File: config.mk
export PLATFORM = sky130hd
export DESIGN_NAME = mac_requant_pack
export DESIGN_NICKNAME = d
export VERILOG_FILES = /design/src/rtl/mac_requant_pack.sv
export SDC_FILE = /design/constraint.sdc
export NUM_CORES = 1
export LEC_CHECK = 0
export ABC_AREA = 1
export CORE_UTILIZATION = 35
export DETAILED_ROUTE_END_ITERATION = 10
export PLACE_DENSITY_LB_ADDON = 0.12
export SLEW_MARGIN = 20
export SYNTH_ARGS = -nofsm -noshare
export SYNTH_HDL_FRONTEND = slang
export SYNTH_SLANG_ARGS = --single-unit
File: constraint.sdc
create_clock -name clk -period 4.3 [get_ports clk]
set_input_delay 0.645 -clock clk [delete_from_list [all_inputs] [get_ports clk]]
set_output_delay 0.645 -clock clk [all_outputs]
set_load 0.03 [all_outputs]
File: src/rtl/mac_requant_pack.sv
// -----------------------------------------------------------------------------
// mac_requant_pack
//
// Takes signed 16-bit MAC accumulator results over a valid/ready stream. For
// each element it adds a bias, does a round-half-up arithmetic right shift,
// applies an optional ReLU and saturates to int8. Four int8 results are then
// packed into one 32-bit word for the activation buffer write port.
//
// The pipeline has two register stages:
//   S1     - one requantised byte plus its last flag
//   packer - up to three pending bytes plus the output word register
//
// Ports:
//   clk, reset            single clock; asynchronous active-high reset
//   in_valid/in_ready     input handshake (in_ready is combinational)
//   in_data               signed accumulator value
//   in_last               marks the final element of a vector
//   bias, shift, relu_en  per-element requantisation controls
//   out_valid/out_ready   output handshake
//   out_data              packed bytes, element 0 in [7:0]
//   out_keep              byte-valid mask
//   out_last              word holds the vector's final element
// -----------------------------------------------------------------------------
module mac_requant_pack (
    input  logic        clk,
    input  logic        reset,
    input  logic        in_valid,
    output logic        in_ready,
    input  logic [15:0] in_data,
    input  logic        in_last,
    input  logic [15:0] bias,
    input  logic [3:0]  shift,
    input  logic        relu_en,
    output logic        out_valid,
    input  logic        out_ready,
    output logic [31:0] out_data,
    output logic [3:0]  out_keep,
    output logic        out_last
);

    localparam int PACK = 4;

    // ---------------------------------------------------------------- state
    logic              s1_valid_q, s1_valid_d;
    logic [7:0]        s1_byte_q,  s1_byte_d;
    logic              s1_last_q,  s1_last_d;
    logic [23:0]       bytes_q,    bytes_d;
    logic [1:0]        count_q,    count_d;
    logic              out_valid_q, out_valid_d;
    logic [31:0]       out_data_q,  out_data_d;
    logic [PACK-1:0]   out_keep_q,  out_keep_d;
    logic              out_last_q,  out_last_d;

    // ------------------------------------------------------- requantisation
    // The 18-bit width holds the 17-bit sum plus the rounding constant
    // without overflow: 65534 + 16384 < 2^17.
    logic signed [17:0] sum_ext;
    logic signed [17:0] rounded;
    logic signed [17:0] relu_val;
    logic [7:0]         sat_byte;

    always_comb begin
        sum_ext = {{2{in_data[15]}}, in_data} + {{2{bias[15]}}, bias};
        if (shift == 4'd0) begin
            rounded = sum_ext;
        end else begin
            rounded = (sum_ext + (18'sd1 <<< (shift - 4'd1))) >>> shift;
        end

        relu_val = (relu_en && rounded[17]) ? 18'sd0 : rounded;

        if (relu_val > 18'sd127) begin
            sat_byte = 8'h7F;
        end else if (relu_val < -18'sd128) begin
            sat_byte = 8'h80;
        end else begin
            sat_byte = relu_val[7:0];
        end
    end

    // ------------------------------------------------------ handshake/pack
    logic s1_completes;
    logic s1_advance;
    logic accept;

    // NOTE: every signal driven here gets a value before any branch; otherwise
    // an unassigned path would infer a latch.
    always_comb begin
        s1_valid_d  = s1_valid_q;
        s1_byte_d   = s1_byte_q;
        s1_last_d   = s1_last_q;
        bytes_d     = bytes_q;
        count_d     = count_q;
        out_valid_d = out_valid_q;
        out_data_d  = out_data_q;
        out_keep_d  = out_keep_q;
        out_last_d  = out_last_q;

        // A completing advance needs the output register to be free, or to be
        // freed this cycle. A non-completing advance never waits.
        s1_completes = s1_valid_q && ((count_q == 2'(PACK - 1)) || s1_last_q);
        s1_advance   = s1_valid_q && !(s1_completes && out_valid_q && !out_ready);
        in_ready     = !s1_valid_q || s1_advance;
        accept       = in_valid && in_ready;

        if (out_valid_q && out_ready) begin
            out_valid_d = 1'b0;
        end

        if (s1_advance) begin
            if (s1_completes) begin
                // Bytes above the current count may hold stale data from an
                // earlier word, so they are zeroed explicitly here.
                case (count_q)
                    2'd0: begin
                        out_data_d = {24'h0, s1_byte_q};
                        out_keep_d = 4'b0001;
                    end
                    2'd1: begin
                        out_data_d = {16'h0, s1_byte_q, bytes_q[7:0]};
                        out_keep_d = 4'b0011;
                    end
                    2'd2: begin
                        out_data_d = {8'h0, s1_byte_q, bytes_q[15:0]};
                        out_keep_d = 4'b0111;
                    end
                    default: begin
                        out_data_d = {s1_byte_q, bytes_q};
                        out_keep_d = 4'b1111;
                    end
                endcase
                out_last_d  = s1_last_q;
                out_valid_d = 1'b1;
                count_d     = 2'd0;
            end else begin
                case (count_q)
                    2'd0:    bytes_d[7:0]   = s1_byte_q;
                    2'd1:    bytes_d[15:8]  = s1_byte_q;
                    default: bytes_d[23:16] = s1_byte_q;
                endcase
                count_d = count_q + 2'd1;
            end
        end

        if (accept) begin
            s1_valid_d = 1'b1;
            s1_byte_d  = sat_byte;
            s1_last_d  = in_last;
        end else if (s1_advance) begin
            s1_valid_d = 1'b0;
        end
    end

    // NOTE: sequential state uses non-blocking assignments so every flop
    // samples its pre-edge inputs regardless of process ordering.
    always_ff @(posedge clk or posedge reset) begin
        if (reset) begin
            s1_valid_q  <= 1'b0;
            s1_byte_q   <= 8'h0;
            s1_last_q   <= 1'b0;
            bytes_q     <= 24'h0;
            count_q     <= 2'd0;
            out_valid_q <= 1'b0;
            out_data_q  <= 32'h0;
            out_keep_q  <= '0;
            out_last_q  <= 1'b0;
        end else begin
            s1_valid_q  <= s1_valid_d;
            s1_byte_q   <= s1_byte_d;
            s1_last_q   <= s1_last_d;
            bytes_q     <= bytes_d;
            count_q     <= count_d;
            out_valid_q <= out_valid_d;
            out_data_q  <= out_data_d;
            out_keep_q  <= out_keep_d;
            out_last_q  <= out_last_d;
        end
    end

    assign out_valid = out_valid_q;
    assign out_data  = out_data_q;
    assign out_keep  = out_keep_q;
    assign out_last  = out_last_q;

endmodule

==> results.rst <==
.. list-table::
   :header-rows: 1

   * - Metric
     - Value
   * - Total number of placement rows
     - 47
   * - Min-Delay Endpoint
     - out_keep[0]
   * - Overall routed net length
     - 19,300 microns
   * - Unique masters post-synth
     - 42
   * - EDFF count, synth
     - 0
   * - Clock skew after layout
     - 0.00568 ns
   * - Slew headroom
     - 45.5%
   * - Dominant cell type by area after synthesis
     - dfrtp_1
   * - R2r startpoint
     - count_q[0]
   * - Worst-case reg-to-reg path depth
     - 6
   * - Vertical extent of the die
     - 134 microns
   * - Leading cell type by number of instances after synthesis
     - nand2_1
   * - Core area
     - 16,800 sq um
   * - Clock root buffer
     - clkbuf_16
   * - Leakage power figure
     - 4.54 nW
   * - Combined area of all synthesized cells
     - 6110 sq um
   * - Power share of the combinational group
     - 55.0%
   * - Source-to-sink clock delay at the later pin of the worst-skew pair
     - 0.33 ns
   * - GRT Residual Overflow
     - 0
   * - CTS sink count
     - 74
   * - Die Area
     - 18,000 sq um
   * - Switching portion of total power
     - 42.1%
   * - Antenna diode count
     - 0
   * - Fill count
     - 1,679
   * - Placed wire-length estimate after detailed placement
     - 15,000 microns
   * - Fraction of layout instances using a drive strength above 1
     - 33.1%
   * - Clock tree from TritonCTS
     - yes
   * - Instance area at placement
     - 7990 sq um
   * - Area growth from synthesis to final layout
     - 50.3%
   * - Post-detailed-route DRC marker count
     - 0
   * - Number of buffers added on ports
     - 80
   * - CTS Buf Count
     - 9
   * - Xor/xnor share of the synthesized area
     - 2.01%
   * - Maximum fanout encountered on the critical timing path
     - 7
   * - Worst endpoint required time
     - 4.52 ns
   * - Max-cap violations
     - 0
   * - Crit-path slowest cell
     - ha_2
   * - Total Routing Usage GR
     - 21.6%
   * - H-tree levels
     - 3
   * - Largest buffer count on any clock path
     - 2
   * - Biggest cell delay along the critical path
     - 0.40 ns
   * - Worst Setup Start Kind
     - input port
   * - Avg WL per Cell
     - 14.5 microns
   * - Initial DRC count
     - 366
   * - First-pass GRT wire length
     - 31,000 microns
   * - Final setup margin
     - 0.220 ns
   * - Number of buffers inserted for hold repair after clock tree synthesis
     - 0
   * - Mean cell area of the mapped netlist
     - 6.75 sq um
   * - Number of nets with antenna violations after routing
     - 0
   * - Post-synthesis share of cell area spent on and, or, nand and nor gates
     - 36.9%
   * - Worst-case setup slack after placement
     - -0.671 ns
   * - Largest family of logic cells by synthesized area
     - simple AND/OR/NAND/NOR gates
   * - Startpoint of the tightest hold check path
     - out_keep[0]
   * - Number of antenna violations at the first check in global routing
     - 0
   * - Worst setup path category
     - input port to register
   * - Post-Synthesis Net Count
     - 987
   * - Worst supply voltage drop on vdd
     - 388 uV
   * - Fraction of synthesized cell area taken by the top area cell type
     - 30.3%
   * - Post-detailed-route via-to-cell ratio
     - 4.93
   * - Crit-path most repeated cell
     - nand2_1
   * - Maximum number of pins on one net before global-route repair
     - 63
   * - Clock network fraction of design power
     - 18.1%
   * - Leading register cell type out of synthesis
     - dfrtp_1
   * - Hold depth
     - 1
   * - Sequential standard cell area
     - 1850 sq um
   * - Proportion of synthesized area in mux cells
     - 0%
   * - Warnings from Yosys
     - 0
   * - Initial standard-cell utilization of the core
     - 36.3%
   * - Internal cell power
     - 0.00245 W
   * - Power density over the cells
     - 461 nW/um^2
   * - Sequential Power Share
     - 26.9%
   * - Max-slew violations
     - 0
   * - Final min period
     - 4.08 ns
   * - Horizontal extent of the die
     - 134 microns
   * - Boundary Pins
     - 81
   * - Share of synthesized registers carrying an async set or reset
     - 100%
   * - Clock slew seen by the registers of the worst setup and hold paths
     - 0.05 ns
   * - Final cycle utilization of the critical path
     - 94.9%
   * - Kind of path behind the tightest hold check
     - register to register
   * - Count of final setup violators
     - 0
   * - Fmax
     - 245 MHz
   * - Reg-to-Reg End
     - out_data[23]
   * - Post-route design area
     - 9190 sq um
   * - Share of the yosys chip area belonging to registers
     - 30.3%
   * - Cell types with the largest area share after synthesis
     - dfrtp_1, nand2_1, nand3_1, ha_1, o21ai_0
   * - GP Congestion
     - 0.917
   * - FF-to-FF setup slack
     - 1.97 ns
   * - First-pass iteration count of the detailed router
     - 5
   * - Hold violation total from the final report
     - 0
   * - Vias in the first global route
     - 6,271
   * - Crit path capture type
     - register
   * - Fraction of the mapped netlist area in compound gates
     - 14.6%
   * - Number of storage elements in the synthesis netlist
     - 74
   * - P_sw
     - 0.00178 W
   * - Top cell types by occurrence after synthesis
     - nand2_1, nand3_1, inv_1, dfrtp_1, nor2_1
   * - DR vias
     - 6,582
   * - Run status
     - finished clean
   * - Syn Inst Count
     - 905
   * - Nets
     - 1,192
   * - Multi-input logic area
     - 4540 sq um
   * - Worst-Margin Slew
     - 0.817 ns
   * - Worst EP arrival
     - 4.30 ns
   * - Arithmetic-cell share of the synthesized area counting full adders, half adders and majority gates
     - 8.43%
-- worst max-delay path by stage --
stage / startpoint / to
after floorplan: in_data[0] / s1_byte_q[0]
after detailed placement: in_data[0] / s1_byte_q[3]
after CTS: bias[0] / s1_byte_q[5]
after global routing: bias[2] / s1_byte_q[2]
final: in_data[0] / s1_byte_q[3]
after global placement: in_data[0] / s1_byte_q[2]
-- timing repair --
action,CTS,global route
pin swaps,44,79
cloned,1,0
resized for setup,71,138
endpoints found under the setup margin,7,7
buffers inserted,9,11
-- layout make-up --
type / count / share of cell area, %
multi-input combinational: 710 / 49.5
timing repair buffer: 222 / 20.2
sequential: 74 / 20.2
inverter: 93 / 3.83
tap: 220 / 3.00
clock buffer: 13 / 2.94
clock inverter: 2 / 0.381
-- power groups by stage --
stage	logic, W	registers (W)	clock network, W
6_report	0.00233	0.00114	0.000765
5_1_grt	0.00255	0.00118	0.000809
4_1_cts	0.00222	0.00114	0.000775
3_5_place_dp	0.00212	0.00115	0
3_3_place_gp	0.00211	0.00115	0
2_1_floorplan	0.000967	0.00141	0
-- stage by stage --
step | cells | util (%) | setup TNS (ns) | total power, W | hold WS, ns
2_1_floorplan | 905 | - | 0 | 0.00238 | 0.453
3_3_place_gp | 1299 | 47.5 | -4.51 | 0.00326 | 0.453
3_5_place_dp | 1299 | 47.5 | -4.73 | 0.00327 | 0.455
4_1_cts | 1323 | 51.7 | 0 | 0.00414 | 0.468
5_1_grt | 1334 | 54.6 | -0.358 | 0.00454 | 0.497
6_report | 1334 | 54.6 | 0 | 0.00424 | 0.465
-- sequential cells by signal (all words and copies together), names as in the netlist --
signal      flops
out_data       32
s1_last_q       1
out_last        1
bytes_q        24
s1_byte_q       8
out_keep        4
s1_valid_q      1
count_q         2
out_valid       1
-- critical path, delay by kind of cell --
family          cells  cell delay (ns)
fa+ha+maj           3             0.94
xor+xnor            1             0.16
compound gates      4             0.53
buf+inv             2             0.12
simple gates       20             1.90
-- cells by family (layout without fill, tap and decap cells) --
kind of cell	Yosys count	count (layout)
xor+xnor	14	14
simple gates	506	507
fa+ha+maj	40	40
buf+inv	122	330
flops	74	74
compound gates	149	149
-- per-layer routing --
layer / global-route usage, % / vias up / share of wire (%)
met5: 0 / - / 0
met4: 6.49 / 0 / 2.1
met3: 2.31 / 21 / 2.9
met2: 39.7 / 150 / 52
met1: 26.4 / 3018 / 43
li1: - / 3393 / -
-- layout by cell type (no fill, tap or decap), drive strengths merged --
cell type and count:
a22oi 2, xnor2 4, a31oi 5, ha 38, inv 89, nand3 112
bufinv 1, nor3 9, o21ai 72, nor2 74, dfrtp 74, a32oi 16
o21bai 4, clkinv 5, or2 6, fa 2, dlymetal6s2s 10, nand4 2
and2 2, clkdlybuf4s50 56, o31ai 1, nand3b 8, a21boi 1, clkdlybuf4s15 2
nand2 294, xor2 10, clkbuf 25, buf 142, o211ai 3, a21oi 45
Note: power is estimated with default switching activity, not from simulation.
